### config.mk
export PLATFORM = sky130hd
export DESIGN_NAME = aurora_rx_stream_mux
export DESIGN_NICKNAME = d
export VERILOG_FILES = /design/src/rtl/aurora_rx_stream_mux.sv
export SDC_FILE = /design/constraint.sdc
export NUM_CORES = 1
export LEC_CHECK = 0
export BUFFER_PORTS_ARGS = -buffer_cell sky130_fd_sc_hd__buf_2
export CAP_MARGIN = 20
export CELL_PAD_IN_SITES_DETAIL_PLACEMENT = 0
export CELL_PAD_IN_SITES_GLOBAL_PLACEMENT = 1
export CORE_AREA = 8 8 229 176
export CTS_BUF_LIST = sky130_fd_sc_hd__clkbuf_8
export DETAILED_ROUTE_END_ITERATION = 10
export DIE_AREA = 0 0 237 184
export PLACE_DENSITY = 0.87
export RECOVER_POWER = 50
export SLEW_MARGIN = 20
export SYNTH_ARGS = -nofsm -noshare
export SYNTH_HDL_FRONTEND = slang
export SYNTH_SLANG_ARGS = --single-unit
export TNS_END_PERCENT = 5
### constraint.sdc
create_clock -name aurora_log_clk -period 7.51 [get_ports aurora_log_clk]
set_input_delay 1.502 -clock aurora_log_clk [delete_from_list [all_inputs] [get_ports aurora_log_clk]]
set_output_delay 1.502 -clock aurora_log_clk [all_outputs]
set_load 0.005 [all_outputs]
### src/rtl/aurora_rx_stream_mux.sv
// Priority-selects one of NUM_CH Aurora receive FIFOs per packet onto a single stream
// and frames each packet with the XDMA video-in start and memory-clear controls.
module aurora_rx_stream_mux #(
  parameter int NUM_CH  = 4,
  parameter int DATA_W  = 64,
  parameter int RD_LAT  = 1,
  parameter int CLR_CYC = 128,
  parameter int CNT_W   = 32,
  localparam int CH_W   = (NUM_CH > 1) ? $clog2(NUM_CH) : 1
) (
  input  logic                      aurora_log_clk,
  input  logic                      aurora_rst,
  input  logic [NUM_CH-1:0]         rx_start_i,
  input  logic [NUM_CH-1:0]         rx_abort_i,
  input  logic [NUM_CH-1:0]         fifo_almost_empty_i,
  input  logic [NUM_CH*DATA_W-1:0]  fifo_dout_i,
  output logic [NUM_CH-1:0]         fifo_rd_en_o,
  output logic                      aurora_rxen_o,
  output logic [DATA_W-1:0]         aurora_rxdata_o,
  output logic                      xdma_vin_start_o,
  output logic                      xdma_vin_mem_clear_o,
  output logic [CH_W-1:0]           active_ch_o,
  output logic [NUM_CH*CNT_W-1:0]   pack_cnt_o,
  output logic [CNT_W-1:0]          beat_cnt_o
);

  localparam logic [1:0] ST_IDLE  = 2'd0;
  localparam logic [1:0] ST_RUN   = 2'd1;
  localparam logic [1:0] ST_DRAIN = 2'd2;
  localparam logic [1:0] ST_CLEAR = 2'd3;

  localparam logic [7:0]       DRAIN_LAST = 8'(RD_LAT + 1);
  localparam logic [7:0]       CLEAR_LAST = 8'(CLR_CYC - 1);
  localparam logic [CNT_W-1:0] CNT_MAX    = {CNT_W{1'b1}};

  function automatic logic [CH_W-1:0] lowest_set(input logic [NUM_CH-1:0] vec);
    logic [CH_W-1:0] idx;
    idx = {CH_W{1'b0}};
    for (int i = NUM_CH - 1; i >= 0; i--) begin
      if (vec[i]) begin
        idx = CH_W'(i);
      end
    end
    return idx;
  endfunction

  logic [1:0]               state_r;
  logic [1:0]               state_nxt_s;
  logic [7:0]               phase_cnt_r;
  logic [NUM_CH-1:0]        start_d_r;
  logic [NUM_CH-1:0]        rise_s;
  logic                     restart_s;
  logic                     launch_s;
  logic                     read_ok_s;
  logic                     keep_beat_s;
  logic [CH_W-1:0]          ch_r;
  logic [CH_W-1:0]          pick_s;
  logic                     ch_start_s;
  logic                     ch_ae_s;
  logic                     ch_abort_s;
  logic                     ch_rd_s;
  logic [DATA_W-1:0]        ch_dout_s;
  logic [NUM_CH-1:0]        rd_en_r;
  logic [NUM_CH-1:0]        rd_en_nxt_s;
  logic [RD_LAT-1:0]        vld_pipe_r;
  logic                     rxen_r;
  logic [DATA_W-1:0]        rxdata_r;
  logic                     vin_start_r;
  logic                     mem_clear_r;
  logic [NUM_CH*CNT_W-1:0]  pack_cnt_r;
  logic [CNT_W-1:0]         beat_cnt_r;

  // AND-OR mux of the latched channel's handshake bits and FIFO data.
  always_comb begin
    ch_start_s = 1'b0;
    ch_ae_s    = 1'b0;
    ch_abort_s = 1'b0;
    ch_rd_s    = 1'b0;
    ch_dout_s  = {DATA_W{1'b0}};
    for (int k = 0; k < NUM_CH; k++) begin
      ch_start_s = ch_start_s | (rx_start_i[k] & (ch_r == CH_W'(k)));
      ch_ae_s    = ch_ae_s | (fifo_almost_empty_i[k] & (ch_r == CH_W'(k)));
      ch_abort_s = ch_abort_s | (rx_abort_i[k] & (ch_r == CH_W'(k)));
      ch_rd_s    = ch_rd_s | (rd_en_r[k] & (ch_r == CH_W'(k)));
      ch_dout_s  = ch_dout_s | (fifo_dout_i[k*DATA_W +: DATA_W] & {DATA_W{ch_r == CH_W'(k)}});
    end
  end

  // Next-state and read-enable decode; a fresh rise outside IDLE out-ranks every transition.
  always_comb begin
    rise_s      = rx_start_i & ~start_d_r;
    restart_s   = (state_r != ST_IDLE) && (|rise_s);
    launch_s    = (state_r == ST_IDLE) && (|rx_start_i);
    pick_s      = lowest_set(rx_start_i);
    state_nxt_s = state_r;
    if (restart_s) begin
      state_nxt_s = ST_IDLE;
    end else begin
      case (state_r)
        ST_IDLE:  state_nxt_s = launch_s ? ST_RUN : ST_IDLE;
        ST_RUN:   state_nxt_s = (!ch_start_s && ch_ae_s) ? ST_DRAIN : ST_RUN;
        ST_DRAIN: state_nxt_s = (phase_cnt_r == DRAIN_LAST) ? ST_CLEAR : ST_DRAIN;
        ST_CLEAR: state_nxt_s = (phase_cnt_r == CLEAR_LAST) ? ST_IDLE : ST_CLEAR;
        default:  state_nxt_s = ST_IDLE;
      endcase
    end
    read_ok_s   = (state_r == ST_RUN) && !restart_s && !ch_ae_s && !ch_abort_s;
    rd_en_nxt_s = {NUM_CH{1'b0}};
    for (int k = 0; k < NUM_CH; k++) begin
      rd_en_nxt_s[k] = read_ok_s && (ch_r == CH_W'(k));
    end
    // Beats only leave in RUN/DRAIN; a restart drops whatever is still in flight.
    keep_beat_s = (state_nxt_s == ST_RUN) || (state_nxt_s == ST_DRAIN);
  end

  // Control state, phase timer, channel latch and framing outputs.
  always_ff @(posedge aurora_log_clk) begin
    if (aurora_rst) begin
      state_r     <= ST_IDLE;
      phase_cnt_r <= 8'd0;
      start_d_r   <= {NUM_CH{1'b0}};
      ch_r        <= {CH_W{1'b0}};
      rd_en_r     <= {NUM_CH{1'b0}};
      vin_start_r <= 1'b0;
      mem_clear_r <= 1'b0;
    end else begin
      state_r     <= state_nxt_s;
      phase_cnt_r <= (state_nxt_s != state_r) ? 8'd0 : phase_cnt_r + 8'd1;
      start_d_r   <= rx_start_i;
      rd_en_r     <= rd_en_nxt_s;
      vin_start_r <= (state_nxt_s != ST_IDLE);
      mem_clear_r <= (state_nxt_s == ST_CLEAR);
      if (launch_s) begin
        ch_r <= pick_s;
      end
    end
  end

  // Read-valid shift pipe matching the FIFO read latency.
  always_ff @(posedge aurora_log_clk) begin
    if (aurora_rst || restart_s) begin
      vld_pipe_r <= {RD_LAT{1'b0}};
    end else begin
      vld_pipe_r[0] <= ch_rd_s;
      for (int i = 1; i < RD_LAT; i++) begin
        vld_pipe_r[i] <= vld_pipe_r[i-1];
      end
    end
  end

  // Output beat register; data is zeroed whenever no beat is presented.
  always_ff @(posedge aurora_log_clk) begin
    if (aurora_rst) begin
      rxen_r   <= 1'b0;
      rxdata_r <= {DATA_W{1'b0}};
    end else if (vld_pipe_r[RD_LAT-1] && keep_beat_s) begin
      rxen_r   <= 1'b1;
      rxdata_r <= ch_dout_s;
    end else begin
      rxen_r   <= 1'b0;
      rxdata_r <= {DATA_W{1'b0}};
    end
  end

  // Saturating per-channel pack counters and per-pack beat counter.
  always_ff @(posedge aurora_log_clk) begin
    if (aurora_rst) begin
      pack_cnt_r <= {(NUM_CH*CNT_W){1'b0}};
      beat_cnt_r <= {CNT_W{1'b0}};
    end else begin
      for (int k = 0; k < NUM_CH; k++) begin
        if (launch_s && (pick_s == CH_W'(k)) && (pack_cnt_r[k*CNT_W +: CNT_W] != CNT_MAX)) begin
          pack_cnt_r[k*CNT_W +: CNT_W] <= pack_cnt_r[k*CNT_W +: CNT_W] + CNT_W'(1);
        end
      end
      if (launch_s) begin
        beat_cnt_r <= {CNT_W{1'b0}};
      end else if (rxen_r && (beat_cnt_r != CNT_MAX)) begin
        beat_cnt_r <= beat_cnt_r + CNT_W'(1);
      end
    end
  end

  assign fifo_rd_en_o         = rd_en_r;
  assign aurora_rxen_o        = rxen_r;
  assign aurora_rxdata_o      = rxdata_r;
  assign xdma_vin_start_o     = vin_start_r;
  assign xdma_vin_mem_clear_o = mem_clear_r;
  assign active_ch_o          = ch_r;
  assign pack_cnt_o           = pack_cnt_r;
  assign beat_cnt_o           = beat_cnt_r;

endmodule
* Yosys cells after proc, flatten, opt, wreduce, memory -nomap -nowiden *
Cells that the tools add are included.

operators by class
  $add $sub $neg = 6
  equal/unequal tests = 20
  multiplexer cells = 11
  bitwise logic cells = 38
  reductions and logical operators = 36

operator list
  operator                                                         number
  64-bit bitwise AND                                               4
  64-bit bitwise OR                                                3
  32-bit by 1-bit adder with 32-bit output, second input constant  5
  32-bit inequality test, second input constant                    5
  1-bit logical AND                                                20
  1-bit bitwise AND                                                16
  2-bit == test, second input constant                             8
  2-bit two-way mux                                                7
  1-bit bitwise OR                                                 12
  8-bit by 1-bit adder with 8-bit output, second input constant    1
  2-bit by 1-bit == test with 1-bit output, second input constant  4
  8-bit by 2-bit == test with 1-bit output, second input constant  1
  8-bit by 7-bit == test with 1-bit output, second input constant  1
  2-bit one-hot mux with 4 select lines                            1
  4-bit OR reduction                                               2
  2-bit logical NOT                                                3
  2-bit OR reduction                                               3
  4-bit bitwise AND                                                1
  1-bit logical NOT                                                4
  4-bit NOT                                                        1
  2-bit nonzero test                                               2
  1-bit two-way mux                                                3
  1-bit logical OR                                                 2
  2-bit inequality test                                            1
  1-bit NOT                                                        1

word-level totals
  flip-flop bits (word level) = 248
  input port bits = 270
  output and inout bits = 233
  logic and storage cells = 126

* Depth between registers and ports, before layout *
Gate-level depths: netlist of the first run.

  depth after elaboration = 15
  gate-level depth with buffers = 13
  gate-level depth less buffers = 10

* Worst setup path before layout of the first run *
Ideal clock, no wire load.

  kind = in2reg
  from = in fifo_almost_empty_i[3]
  to = reg rxdata_r[10] (netlist: aurora_rxdata_o[10])
  library setup time = 128 ps
  arrival = 3873 ps
  data required time = 7382 ps
  slack = 3509 ps
  cell stages on the path = 11
  path buffers = 3
  cells stage by stage = mux4_2 > nor2b_1 > nor2_1 > o22a_1 > buf_2 > inv_1 > ha_1 > nand3b_1 > clkbuf_1 > clkbuf_1 > nor2b_1

on the way
  word-level cells in the longest chain between the ends = 11
  elaborated cells on any way between the ends = 12
  those cells by class = eq/ne: 2; mux: 3; bitwise: 3; reduce/logical: 4

RTL lines
  what                                                                              RTL line  source
  from (decl)                                                                       15        input logic [NUM_CH-1:0] fifo_almost_empty_i,
  1-bit bitwise AND *                                                               82        ch_ae_s = ch_ae_s | (fifo_almost_empty_i[k] & (ch_r == CH_W'(k)));
  1-bit bitwise OR *                                                                82
  1-bit logical AND *                                                               101       ST_RUN: state_nxt_s = (!ch_start_s && ch_ae_s) ? ST_DRAIN : ST_RUN;
  2-bit two-way mux *                                                               101
  2-bit one-hot mux with 4 select lines *                                           99        case (state_r)
  2-bit two-way mux *                                                               96        if (restart_s) begin
  net state_nxt_s[0]                                                                48        logic [1:0] state_nxt_s;
  2-bit by 1-bit == test with 1-bit output / 2-bit == test (equally long branches)  113       keep_beat_s = (state_nxt_s == ST_RUN) || (state_nxt_s == ST_DRAIN);
  1-bit logical OR *                                                                113
  1-bit logical AND *                                                               156       end else if (vld_pipe_r[RD_LAT-1] && keep_beat_s) begin
  1-bit NOT (no source line) *                                                      --
  2-bit OR reduction (no source line) *                                             --
  to (signal assigned)                                                              155       rxdata_r <= {DATA_W{1'b0}};
  to (signal assigned)                                                              158       rxdata_r <= ch_dout_s;
  to (signal assigned)                                                              161       rxdata_r <= {DATA_W{1'b0}};
  to (decl)                                                                         67        logic [DATA_W-1:0] rxdata_r;

Mark *: on every way through the listed nets, which the timed path passes. The rest lies on a longest branch.
A chain may end at the register's enable or synchronous reset.

* Final worst setup path of the first run *
  from = in fifo_almost_empty_i[2]
  to = reg rxdata_r[48] (netlist: aurora_rxdata_o[48])

on the way
  word-level cells in the longest chain between the ends = 12
  elaborated cells on any way between the ends = 13
  those cells by class = eq/ne: 2; mux: 3; bitwise: 4; reduce/logical: 4

RTL lines
  what                                                                              RTL line
  1-bit bitwise AND *                                                               82
  1-bit bitwise OR * (2 in series)                                                  82
  1-bit logical AND *                                                               101
  2-bit two-way mux *                                                               101
  2-bit one-hot mux with 4 select lines *                                           99
  2-bit two-way mux *                                                               96
  2-bit by 1-bit == test with 1-bit output / 2-bit == test (equally long branches)  113
  1-bit logical OR *                                                                113
  1-bit logical AND *                                                               156
  1-bit NOT (no source line) *                                                      --
  2-bit OR reduction (no source line) *                                             --

Mark *: on every way between the ends. The rest lies on a longest branch, timed or not.

==> results of run 1 <==
-- worst max-delay path by stage --
stage / end / slack (ns) / startpoint
3_5_place_dp: aurora_rxdata_o[48] / 2.76 / fifo_almost_empty_i[2]
4_1_cts: aurora_rxdata_o[48] / 3.38 / fifo_almost_empty_i[2]
5_1_grt: aurora_rxdata_o[48] / 3.11 / active_ch_o[1]
3_3_place_gp: aurora_rxdata_o[7] / 2.86 / fifo_almost_empty_i[2]
6_report: aurora_rxdata_o[48] / 3.37 / fifo_almost_empty_i[2]
2_1_floorplan: aurora_rxdata_o[10] / 3.51 / fifo_almost_empty_i[3]
-- layout make-up --
cell class,instances,area share [%]
clock buffer,54,4.59
tap,472,3.65
antenna,18,0.278
sequential,248,30.7
timing repair buffer,513,14.7
clock inverter,24,0.889
inverter,25,0.580
multi-input combinational,987,44.6
-- cell usage after synthesis (5+ instances only) --
library cell / count
mux2i_1: 8
nor4_1: 22
o2111ai_1: 9
and2_1: 11
xnor2_1: 21
nand2_1: 76
nand3_1: 60
and3_1: 23
inv_1: 25
buf_1: 7
nor2b_1: 86
mux2_2: 9
o21ai_0: 67
nor2_1: 74
o311ai_0: 6
or4_1: 53
xor2_1: 15
mux4_2: 68
a21oi_1: 111
buf_2: 14
nor3b_1: 5
ha_1: 9
clkbuf_1: 61
nor3_1: 17
o31ai_1: 48
or3_1: 62
and4_1: 24
or2_2: 8
nand4_1: 39
dfxtp_1: 248
-- metrics by stage --
stage          cell area, um^2  power (mW)  utilization, %
6_report                 16200        2.96            44.3
5_1_grt                  16200        3.09            44.2
4_1_cts                  16400        3.01            44.7
3_5_place_dp             15500        1.72            42.3
3_3_place_gp             15500        1.72            42.3
2_1_floorplan            12600        1.58               -
-- report_power, final --
group	internal, mW	total (mW)	leakage (nW)	switching (mW)
registers	1.33	1.36	2.00	0.0366
logic	0.184	0.328	3.35	0.143
clock network	0.685	1.27	0.507	0.584
-- worst min-delay path: stages (launching register included) --
cell	delay [ns]
dfxtp_1	0.33
o31ai_1	0.07
a21oi_1	0.05
-- sequential cells by signal, indices dropped and copies added (netlist names) --
name / count
active_ch_o: 2
aurora_rxen_o: 1
phase_cnt_r: 8
fifo_rd_en_o: 4
xdma_vin_mem_clear_o: 1
pack_cnt_o: 128
vld_pipe_r: 1
aurora_rxdata_o: 64
xdma_vin_start_o: 1
beat_cnt_o: 32
start_d_r: 4
state_r: 2
-- kinds of logic after synthesis --
| family | share of synthesized area, % |
|---|---|
| simple gates | 26.7 |
| compound gates | 13.1 |
| flops | 39.4 |
| buf+inv | 3.56 |
| mux | 13.9 |
| xor+xnor | 2.50 |
| fa+ha+maj | 0.893 |
-- per-layer routing --
metal | wire length, um | track usage, % | vias up
met2 | 23900 | 35.0 | 491
met1 | 19500 | 26.0 | 6169
met4 | 2570 | 10.2 | 10
met3 | 4450 | 6.43 | 121
met5 | 68 | 0 | -
li1 | - | - | 6107
==> impl_metrics.sql, run 1 <==
INSERT INTO impl_metrics (metric_group, metric, value, unit) VALUES
('final_layout', 'final_layout_size_suffix_gt1_share', '26.8', '%'),
('placed_design', 'dpl_worst_slack', '2.76', 'ns'),
('die', 'core_area', '36600', 'um^2'),
('die', 'floorplan.die.height', '184', 'um'),
('logic_synthesis', 'synthesis.nets', '1624', ''),
('status', 'status', 'finished, violations left', ''),
('setup_path', 'crit_path_end_kind', 'flip-flop', ''),
('final_layout', 'filler_cell_count', '3737', ''),
('sta', 'final-setup-viol-count', '0', ''),
('sta', 'fmax', '241', 'MHz'),
('die', 'floorplan.die_area', '43600', 'um^2'),
('min_path', 'hold_depth', '2', ''),
('global_route', 'grt_max_degree', '97', ''),
('sta', 'finalWorstPathRequiredPeriod', '4.14', 'ns'),
('final_layout', 'num-nets-final', '2098', ''),
('final_layout', 'area_growth_syn_to_layout', '28.3', '%'),
('detailed_routing', 'drt_iter0_drc', '1127', ''),
('min_path', 'hold_start', 'pack_cnt_o[91]', ''),
('sta', 'maxSlewViolCount', '29', ''),
('final_layout', 'regArea', '4970', 'um^2'),
('logic_synthesis', 'avgSynthCellArea', '9.38', 'um^2'),
('global_route', 'antenna_found_initial', '26', ''),
('final_layout', 'finalNonFillerCells', '2341', ''),
('die', 'start_util', '34.5', '%'),
('die', 'rows', '61', ''),
('die', 'num_io_pins', '503', ''),
('setup_path', 'r2r_setup_slack', '3.40', 'ns'),
('clock_network', 'cts_post_setup_buffers_inserted', '0', ''),
('sta', 'slew_at_the_pin_closest_to_its_max_slew_limit', '1.78', 'ns'),
('detailed_routing', 'routed-via-count', '12900', ''),
('clock_network', 'tritoncts.num_buffers', '44', ''),
('placed_design', 'place.gp.congestion', '0.916', ''),
('sta', 'layout_setup_ws', '3.37', 'ns'),
('clock_network', 'clock_path_buffers', '3', ''),
('detailed_routing', 'first_pass_iters', '5', ''),
('clock_network', 'path_clk_slew', '0.06', 'ns'),
('setup_path', 'cpMaxStageDelayCell', 'o22a_1', ''),
('sta', 'max_slew_margin', '-18.7', '%'),
('logic_synthesis', 'synth_area_leader_cell', 'dfxtp_1', ''),
('sta', 'final.setup.tns', '0', 'ns'),
('final_layout', 'area_taken_by_multi_input_logic_gates', '7220', 'um^2'),
('logic_synthesis', 'synthDominantCellAreaShare', '39.4', '%'),
('setup_path', 'critPathMaxFanout', '65', ''),
('logic_synthesis', 'dominantRegCellSynth', 'dfxtp_1', ''),
('clock_network', 'cts_hold_repair.buffers', '0', ''),
('final_layout', 'final_cell_mix', 'buf_2, dfxtp_1, clkbuf_1', ''),
('setup_path', 'path_common_cell', 'nor2b_1', ''),
('logic_synthesis', 'seq_area_frac_synth', '39.4', '%'),
('sta', 'setup_repair_after_global_routing_missed_its_margin', 'false', ''),
('detailed_routing', 'vias_per_cell', '5.51', ''),
('detailed_routing', 'postRouteWirelength', '50500', 'um'),
('sta', 'hold_ws', '0.504', 'ns'),
('clock_network', 'htree_levels', '2', ''),
('pwr', 'power.density', '183', 'nW/um^2'),
('setup_path', 'worst-endpoint-required', '7.93', 'ns'),
('logic_synthesis', 'synth_area_leaders', 'dfxtp_1, mux4_2, a21oi_1, nor2b_1, or4_1', ''),
('pwr', 'vdd.ir_drop.worst', '0.0822', 'mV'),
('run', 'max_cap_violations', '1', ''),
('sta', 'report.final.hold_viol_count', '0', ''),
('status', 'violations_in_the_final_reports', 'max-capacitance violations, max-slew violations', ''),
('setup_path', 'type_of_the_setup_path_with_the_least_slack', 'input pin to flip-flop', ''),
('placed_design', 'dp.cells', '2245', ''),
('detailed_routing', 'drt-wirelength-per-cell', '21.6', 'um'),
('final_layout', 'mostFrequentLayoutCell', 'buf_2', ''),
('clock_network', 'cts_root_buf', 'clkbuf_8', ''),
('sta', 'final_skew', '0.0330', 'ns'),
('min_path', 'holdPathEnd', 'pack_cnt_o[91]', ''),
('setup_path', 'critical-path-top-delay-family', 'buffers and inverters', ''),
('clock_network', 'clkLatencyLatePin', '0.58', 'ns'),
('setup_path', 'crit_path_start_kind', 'input pin', ''),
('clock_network', 'postCtsResizedCells', '0', '');
No activity file was read; power rests on OpenSTA's default activity.
==> run 2: changes to the inputs <==
--- a/config.mk
+++ b/config.mk
@@ -5,15 +5,16 @@
 export SDC_FILE = /design/constraint.sdc
 export NUM_CORES = 1
 export LEC_CHECK = 0
+export ABC_AREA = 1
 export BUFFER_PORTS_ARGS = -buffer_cell sky130_fd_sc_hd__buf_2
 export CAP_MARGIN = 20
 export CELL_PAD_IN_SITES_DETAIL_PLACEMENT = 0
 export CELL_PAD_IN_SITES_GLOBAL_PLACEMENT = 1
-export CORE_AREA = 8 8 229 176
+export CORE_AREA = 8 8 248 191
 export CTS_BUF_LIST = sky130_fd_sc_hd__clkbuf_8
 export DETAILED_ROUTE_END_ITERATION = 10
-export DIE_AREA = 0 0 237 184
-export PLACE_DENSITY = 0.87
+export DIE_AREA = 0 0 256 199
+export PLACE_DENSITY = 0.88
 export RECOVER_POWER = 50
 export SLEW_MARGIN = 20
 export SYNTH_ARGS = -nofsm -noshare
==> constraint.sdc (replaced) <==
create_clock -name aurora_log_clk -period 3.7 [get_ports aurora_log_clk]
set_input_delay 0.74 -clock aurora_log_clk [delete_from_list [all_inputs] [get_ports aurora_log_clk]]
set_output_delay 0.74 -clock aurora_log_clk [all_outputs]
set_load 0.005 [all_outputs]
==> run 2 against run 1 <==
  * The run still ends with max-capacitance violations, max-slew violations left
  * Final cell count rose by 35%
  * Critical path depth up 2
  * Register-to-register slack got worse by 2.8 ns
  * Sequential share of layout area is 1.8 points lower
  * Combinational power is 110% higher
  * Largest cell class unchanged
==> impl_metrics.sql, run 2 <==
INSERT INTO impl_metrics (metric_group, metric, value, unit) VALUES
('clock_network', 'clock-sinks', '248', ''),
('logic_synthesis', 'synth_area_leader_cell', 'dfxtp_1', ''),
('die', 'die_width', '256', 'um'),
('min_path', 'hold_path_class', 'input pin to flip-flop', ''),
('placed_design', 'io_buffer_count', '502', ''),
('sta', 'report.final.hold_viol_count', '0', ''),
('clock_network', 'path_clk_slew', '0.06', 'ns'),
('logic_synthesis', 'ys_ff_latch', '248', ''),
('setup_path', 'cpMaxStageDelayCell', 'inv_1', ''),
('logic_synthesis', 'seq_area_frac_synth', '36.3', '%'),
('sta', 'max_slew_margin', '-12.5', '%'),
('clock_network', 'cts_hold_repair.buffers', '0', ''),
('setup_path', 'cp_slowest_stage_delay', '0.80', 'ns'),
('detailed_routing', 'drt_iter0_drc', '1186', ''),
('setup_path', 'crit_chain', 'inv_1 > nand3_1 > nand2_1 > inv_1 > nand2_1 > nand3_1 > nand2_1 > nand2_1 > ha_1 > nand3_2 > buf_12 > a41oi_1', ''),
('logic_synthesis', 'synthesis.nets', '2334', ''),
('die', 'num_io_pins', '503', ''),
('sta', 'finalWorstPathRequiredPeriod', '3.06', 'ns'),
('die', 'floorplan.die_area', '50900', 'um^2'),
('detailed_routing', 'routed.top_layer', 'met5', ''),
('sta', 'final-setup-viol-count', '0', ''),
('setup_path', 'timing.rr.start', 'active_ch_o[1]', ''),
('placed_design', 'dp.cells', '3066', ''),
('status', 'status', 'finished, violations left', ''),
('die', 'rows', '67', ''),
('run', 'max_cap_violations', '2', ''),
('final_layout', 'finalNonFillerCells', '3150', ''),
('detailed_routing', 'wl_met2', '26700', 'um'),
('setup_path', 'worst_path_arrival', '3.57', 'ns'),
('pwr', 'vdd.ir_drop.worst', '0.194', 'mV'),
('final_layout', 'final_layout_size_suffix_gt1_share', '16.7', '%'),
('logic_synthesis', 'synthDominantCellAreaShare', '36.3', '%'),
('detailed_routing', 'drcViolationCount', '0', ''),
('setup_path', 'r2r_setup_slack', '0.64', 'ns'),
('logic_synthesis', 'syn_area', '13700', 'um^2'),
('final_layout', 'mostFrequentLayoutCell', 'nand2_1', ''),
('clock_network', 'cts_post_setup_buffers_inserted', '0', ''),
('detailed_routing', 'routed_wl_met3', '4720', 'um'),
('logic_synthesis', 'netlist-cell-type-count', '41', ''),
('detailed_routing', 'postRouteWirelength', '58700', 'um'),
('setup_path', 'timing.critical_path.from', 'active_ch_o[1]', ''),
('final_layout', 'area_growth_syn_to_layout', '25.6', '%'),
('die', 'start_util', '31.3', '%'),
('global_route', 'grt_usage', '21.7', '%'),
('pwr', 'p_leak', '6.43', 'nW'),
('clock_network', 'postCtsResizedCells', '0', ''),
('clock_network', 'tritoncts.num_buffers', '46', ''),
('detailed_routing', 'drt-wirelength-per-cell', '18.6', 'um'),
('final_layout', 'num-nets-final', '2807', ''),
('die', 'floorplan.die.height', '199', 'um'),
('detailed_routing', 'wl_met1', '25400', 'um'),
('logic_synthesis', 'synth-async-reset-ratio', '0', '%'),
('clock_network', 'tritoncts', 'yes', ''),
('setup_path', 'type_of_the_setup_path_with_the_least_slack', 'flip-flop to flip-flop', ''),
('sta', 'layout_setup_ws', '0.638', 'ns'),
('clock_network', 'htree_levels', '2', ''),
('logic_synthesis', 'cell_with_the_most_instances_after_synthesis', 'nand2_1', ''),
('sta', 'slew_at_the_pin_closest_to_its_max_slew_limit', '1.69', 'ns'),
('logic_synthesis', 'synth_area_leaders', 'dfxtp_1, nand2_1, nor2_1, nand3_1, a21oi_1', ''),
('final_layout', 'largest_register_ffs', '128', ''),
('logic_synthesis', 'synth_common_cells', 'nand2_1, dfxtp_1, nor2_1, inv_1, nand3_1', ''),
('placed_design', 'dpl_worst_slack', '0.746', 'ns'),
('sta', 'final_skew', '0.0327', 'ns'),
('logic_synthesis', 'ys_warn_count', '0', ''),
('logic_synthesis', 'synthCells', '2055', ''),
('detailed_routing', 'number_of_nets_with_antenna_violations_after_routing', '0', ''),
('setup_path', 'crit_path_end_kind', 'flip-flop', ''),
('die', 'core_area', '43700', 'um^2'),
('setup_path', 'ff2ff_path_depth', '12', ''),
('placed_design', 'place.gp.congestion', '0.966', ''),
('sta', 'hold_ws', '0.389', 'ns'),
('global_route', 'globalRouteOverflowTotal', '0', ''),
('sta', 'final.setup.tns', '0', 'ns'),
('setup_path', 'critPathMaxFanout', '65', ''),
('global_route', 'first_global_vias', '15000', ''),
('sta', 'maxSlewViolCount', '66', ''),
('detailed_routing', 'routed-via-count', '15800', ''),
('logic_synthesis', 'dominantRegCellSynth', 'dfxtp_1', ''),
('detailed_routing', 'vias_per_cell', '5.03', ''),
('logic_synthesis', 'synth_edf_count', '0', ''),
('placed_design', 'place.detailed.hpwl', '45900', 'um'),
('detailed_routing', 'first_pass_iters', '6', ''),
('final_layout', 'final_cell_mix', 'nand2_1, buf_2, dfxtp_1', ''),
('clock_network', 'cts_root_buf', 'clkbuf_8', ''),
('clock_network', 'clock_path_buffers', '3', ''),
('logic_synthesis', 'avgSynthCellArea', '6.66', 'um^2'),
('pwr', 'power.density', '355', 'nW/um^2'),
('setup_path', 'crit_path_start_kind', 'flip-flop', ''),
('global_route', 'antenna_found_initial', '15', ''),
('sta', 'fmax', '327', 'MHz'),
('setup_path', 'rr_endpoint', 'aurora_rxdata_o[57]', ''),
('global_route', 'grt_max_degree', '66', ''),
('global_route', 'first_pass_grt_wire_length', '88500', 'um'),
('setup_path', 'worst-endpoint-required', '4.20', 'ns'),
('setup_path', 'path_common_cell', 'nand2_1', ''),
('status', 'violations_in_the_final_reports', 'max-capacitance violations, max-slew violations', ''),
('clock_network', 'clkLatencyLatePin', '0.61', 'ns'),
('setup_path', 'worst_setup_path_endpoint', 'aurora_rxdata_o[57]', ''),
('sta', 'setup_repair_after_global_routing_missed_its_margin', 'false', ''),
('min_path', 'hold_start', 'rx_start_i[3]', ''),
('sta', 'timing.final.crit_share', '82.8', '%');
-- run 2: cell types whose count changed after synthesis, sizes merged, moves of 54 or more --
cell   delta
nand2   +626
nor3     +66
nor2    +148
or3      -62
nor2b    -86
mux4     -68
inv     +129
a41oi    +64
or4      -54
xor2     +54
nand3    +78
-- run 2: metal layers --
metal	GRT usage, %	vias to the layer above
met5	0	-
met4	8.12	6
met3	5.18	115
met2	34.2	689
met1	28.7	7349
li1	-	7690
-- run 2: worst min path at each step --
stage                           to  slack, ns  cells after the start
detailed placement  phase_cnt_r[0]       0.46                      1
global route          start_d_r[3]       0.37                      3
global placement    phase_cnt_r[0]       0.44                      1
CTS                   start_d_r[2]       0.32                      3
finish                start_d_r[3]       0.39                      3
floorplan           phase_cnt_r[0]       0.43                      1
-- run 2: final cells by class --
cell class	count	area (um^2)
multi-input combinational	1563	7650
antenna	4	10.0
clock buffer	53	729
tap	586	733
clock inverter	27	145
inverter	154	578
timing repair buffer	515	2360
fill	4783	26500
sequential	248	4970
-- run 2: report_power, final --
group          internal [mW]  leakage [nW]  switching [mW]
clock                   1.37         0.522            1.27
sequential              2.70          2.00          0.0457
combinational          0.221          3.91           0.483
total                   4.30          6.43            1.80
-- run 2: cell families (layout without fill, tap and decap cells) --
kind of cell | after synthesis | in the layout | share of synthesized area, %
AOI/OAI and AO/OA | 241 | 241 | 10.9
other | 0 | 4 | 0
and+or+nand+nor | 1218 | 1218 | 38.1
adders and majority gates | 9 | 9 | 0.823
xor gates and xnor gates | 95 | 95 | 6.08
buffers and inverters | 244 | 749 | 7.77
DFF | 248 | 248 | 36.3
-- run 2: through the flow --
| stage | power [mW] | area, um^2 | util [%] |
|---|---|---|---|
| floorplan | 3.19 | 13700 | - |
| global placement | 3.50 | 16600 | 37.9 |
| detailed placement | 3.51 | 16600 | 37.9 |
| CTS | 6.18 | 17400 | 40.0 |
| global route | 6.37 | 17200 | 39.3 |
| finish | 6.09 | 17200 | 39.3 |
-- run 2: critical path: cells and delay by family (launching register included) --
kind                       cells  cell delay, ns
DFF                            1            0.44
AOI/OAI and AO/OA              1            0.24
and+or+nand+nor                7            0.81
adders and majority gates      1            0.34
buffers and inverters          3            1.06
==> run 3: changes to the inputs <==
--- a/config.mk
+++ b/config.mk
@@ -10,11 +10,11 @@
 export CAP_MARGIN = 20
 export CELL_PAD_IN_SITES_DETAIL_PLACEMENT = 0
 export CELL_PAD_IN_SITES_GLOBAL_PLACEMENT = 1
-export CORE_AREA = 8 8 248 191
+export CORE_AREA = 8 8 238 183
 export CTS_BUF_LIST = sky130_fd_sc_hd__clkbuf_8
 export DETAILED_ROUTE_END_ITERATION = 10
-export DIE_AREA = 0 0 256 199
-export PLACE_DENSITY = 0.88
+export DIE_AREA = 0 0 246 191
+export PLACE_DENSITY = 0.91
 export RECOVER_POWER = 50
 export SLEW_MARGIN = 20
 export SYNTH_ARGS = -nofsm -noshare
==> constraint.sdc (replaced) <==
create_clock -name aurora_log_clk -period 3.2 [get_ports aurora_log_clk]
set_input_delay 0.64 -clock aurora_log_clk [delete_from_list [all_inputs] [get_ports aurora_log_clk]]
set_output_delay 0.64 -clock aurora_log_clk [all_outputs]
set_load 0.005 [all_outputs]
==> run 3 against run 2 <==
  * The run still ends with max-capacitance violations, max-slew violations left
  * Setup slack lost 0.17 ns
  * Sequential power grew 15%
  * Final cell count decreased by 1.1%
  * Utilization grew 3.9 points
  * Clock power up 15%
  * Critical path depth increased by 1
  * Cell area is 0.58% higher
==> impl_metrics.sql, run 3 (synthesis results as in run 2) <==
INSERT INTO impl_metrics (metric_group, metric, value, unit) VALUES
('setup_path', 'crit_chain', 'inv_1 > nand3_1 > nand2_1 > inv_1 > nand2_1 > nand2_1 > nand2_1 > nand3b_1 > nand2_1 > ha_1 > nand3_2 > buf_4 > a41oi_1', ''),
('setup_path', 'path_common_cell', 'nand2_1', ''),
('die', 'rows', '64', ''),
('detailed_routing', 'number_of_nets_with_antenna_violations_after_routing', '0', ''),
('die', 'num_io_pins', '503', ''),
('global_route', 'globalRouteOverflowTotal', '0', ''),
('min_path', 'hold_depth', '3', ''),
('clock_network', 'clock-sinks', '248', ''),
('pwr', 'switching_power', '2.06', 'mW'),
('sta', 'slew_at_the_pin_closest_to_its_max_slew_limit', '1.80', 'ns'),
('clock_network', 'cts_post_setup_buffers_inserted', '0', ''),
('setup_path', 'ff2ff_path_depth', '13', ''),
('setup_path', 'worst-endpoint-required', '3.70', 'ns'),
('die', 'die_width', '246', 'um'),
('pwr', 'power.density', '409', 'nW/um^2'),
('die', 'floorplan.die_area', '47000', 'um^2'),
('clock_network', 'clkLatencyLatePin', '0.61', 'ns'),
('pwr', 'clockPowerShare', '43.1', '%'),
('min_path', 'hold_path_class', 'input pin to flip-flop', ''),
('setup_path', 'crit_path_start_kind', 'flip-flop', ''),
('clock_network', 'tritoncts.num_buffers', '46', ''),
('setup_path', 'worstSetupPathDepth', '13', ''),
('global_route', 'first_pass_grt_wire_length', '88400', 'um'),
('setup_path', 'worst_path_arrival', '3.23', 'ns'),
('detailed_routing', 'drcViolationCount', '0', ''),
('pwr', 'fin_total_pwr', '7.06', 'mW'),
('clock_network', 'postCtsResizedCells', '0', ''),
('placed_design', 'placedInstanceArea', '16600', 'um^2'),
('detailed_routing', 'drt_iter0_drc', '1289', ''),
('pwr', 'p_leak', '6.55', 'nW'),
('sta', 'final.setup.tns', '0', 'ns'),
('sta', 'final-setup-viol-count', '0', ''),
('final_layout', 'area_growth_syn_to_layout', '26.3', '%'),
('setup_path', 'cp_slowest_stage_delay', '0.58', 'ns'),
('sta', 'report.final.hold_viol_count', '0', ''),
('clock_network', 'cts_hold_repair.buffers', '0', ''),
('global_route', 'grt_usage', '23.4', '%'),
('global_route', 'grt_max_degree', '70', ''),
('placed_design', 'place.gp.congestion', '0.984', ''),
('clock_network', 'htree_levels', '2', ''),
('pwr', 'p_sw_share', '29.2', '%'),
('detailed_routing', 'routed-via-count', '15900', ''),
('sta', 'max_slew_margin', '-20.2', '%'),
('setup_path', 'critical_path.n_buffers_inverters', '3', ''),
('sta', 'fmax', '366', 'MHz'),
('final_layout', 'largest_register_ffs', '128', ''),
('clock_network', 'clock_path_buffers', '3', ''),
('pwr', 'internal_power', '5.00', 'mW'),
('detailed_routing', 'vias_per_cell', '5.10', ''),
('detailed_routing', 'postRouteWirelength', '58600', 'um'),
('global_route', 'antenna_found_initial', '16', ''),
('status', 'violations_in_the_final_reports', 'max-capacitance violations, max-slew violations', ''),
('pwr', 'power_frac_seq', '44.9', '%'),
('placed_design', 'place.detailed.hpwl', '45900', 'um'),
('sta', 'finalWorstPathRequiredPeriod', '2.73', 'ns'),
('setup_path', 'type_of_the_setup_path_with_the_least_slack', 'flip-flop to flip-flop', ''),
('setup_path', 'crit_path_end_kind', 'flip-flop', ''),
('placed_design', 'io_buffer_count', '502', ''),
('sta', 'hold_ws', '0.314', 'ns'),
('detailed_routing', 'drt-wirelength-per-cell', '18.8', 'um'),
('detailed_routing', 'first_pass_iters', '6', ''),
('die', 'floorplan.die.height', '191', 'um'),
('pwr', 'vdd.ir_drop.worst', '0.250', 'mV'),
('final_layout', 'final_cell_mix', 'nand2_1, buf_2, dfxtp_1', ''),
('clock_network', 'tritoncts', 'yes', ''),
('final_layout', 'post-route-cell-area', '17300', 'um^2'),
('global_route', 'first_global_vias', '15100', ''),
('sta', 'setup_repair_after_global_routing_missed_its_margin', 'false', ''),
('clock_network', 'cts_root_buf', 'clkbuf_8', ''),
('final_layout', 'final_layout_size_suffix_gt1_share', '17.4', '%'),
('pwr', 'comb_power_share', '12.0', '%'),
('sta', 'timing.final.crit_share', '85.4', '%'),
('status', 'status', 'finished, violations left', ''),
('setup_path', 'cpMaxStageDelayCell', 'dfxtp_1', ''),
('setup_path', 'critPathMaxFanout', '12', ''),
('sta', 'final_skew', '0.0312', 'ns'),
('setup_path', 'critical-path-top-delay-family', 'simple AND/OR/NAND/NOR gates', ''),
('die', 'core_area', '40000', 'um^2'),
('clock_network', 'path_clk_slew', '0.06', 'ns'),
('final_layout', 'mostFrequentLayoutCell', 'nand2_1', ''),
('run', 'max_cap_violations', '1', ''),
('die', 'start_util', '34.2', '%'),
('sta', 'maxSlewViolCount', '35', ''),
('final_layout', 'num-nets-final', '2816', '');
==> run 3: metal layers <==
layer / vias to the layer above / global-route usage [%] / routed length [um]
met5: - / 0 / 18
met3: 106 / 5.28 / 4630
li1: 7714 / - / -
met2: 679 / 36.1 / 26100
met1: 7374 / 32.0 / 26100
met4: 4 / 8.05 / 1730
==> run 3: final timing paths <==
check	from	endpoint	slack, ns
setup / recovery	active_ch_o[1]	aurora_rxdata_o[43]	0.47
hold / removal	rx_start_i[3]	start_d_r[3]	0.31
setup reg to reg	active_ch_o[1]	aurora_rxdata_o[43]	0.47
hold reg to reg	phase_cnt_r[0]	phase_cnt_r[0]	0.47
==> run 3: metrics by stage <==
| stage | instances | setup WS, ns | util [%] |
|---|---|---|---|
| after global routing | 3112 | 0.205 | 43.2 |
| after floorplan | 2055 | 0.662 | - |
| final | 3115 | 0.467 | 43.2 |
| after CTS | 3102 | 0.513 | 43.8 |
| after global placement | 3017 | 0.520 | 41.5 |
| after detailed placement | 3017 | 0.445 | 41.5 |
==> run 3: final cells by class <==
type                       instances  area, um^2
antenna                           13        32.5
clock buffer                      57         785
clock inverter                    28         119
fill                            4379       22700
inverter                         154         578
multi-input combinational       1563        7670
sequential                       248        4960
tap                              528         661
timing repair buffer             524        2470
==> run 3: power by group through the flow <==
stage / clock network, mW / registers, mW / logic, mW
3_5_place_dp: 0 / 3.24 / 0.848
2_1_floorplan: 0 / 3.22 / 0.471
6_report: 3.04 / 3.17 / 0.847
3_3_place_gp: 0 / 3.23 / 0.842
4_1_cts: 3.13 / 3.17 / 0.851
5_1_grt: 3.26 / 3.17 / 0.928
==> run 3: tightest hold or removal path: cells and delay by family <==
family | cells | cell delay [ns]
buffers and inverters | 2 | 0.19
and+or+nand+nor | 1 | 0.04
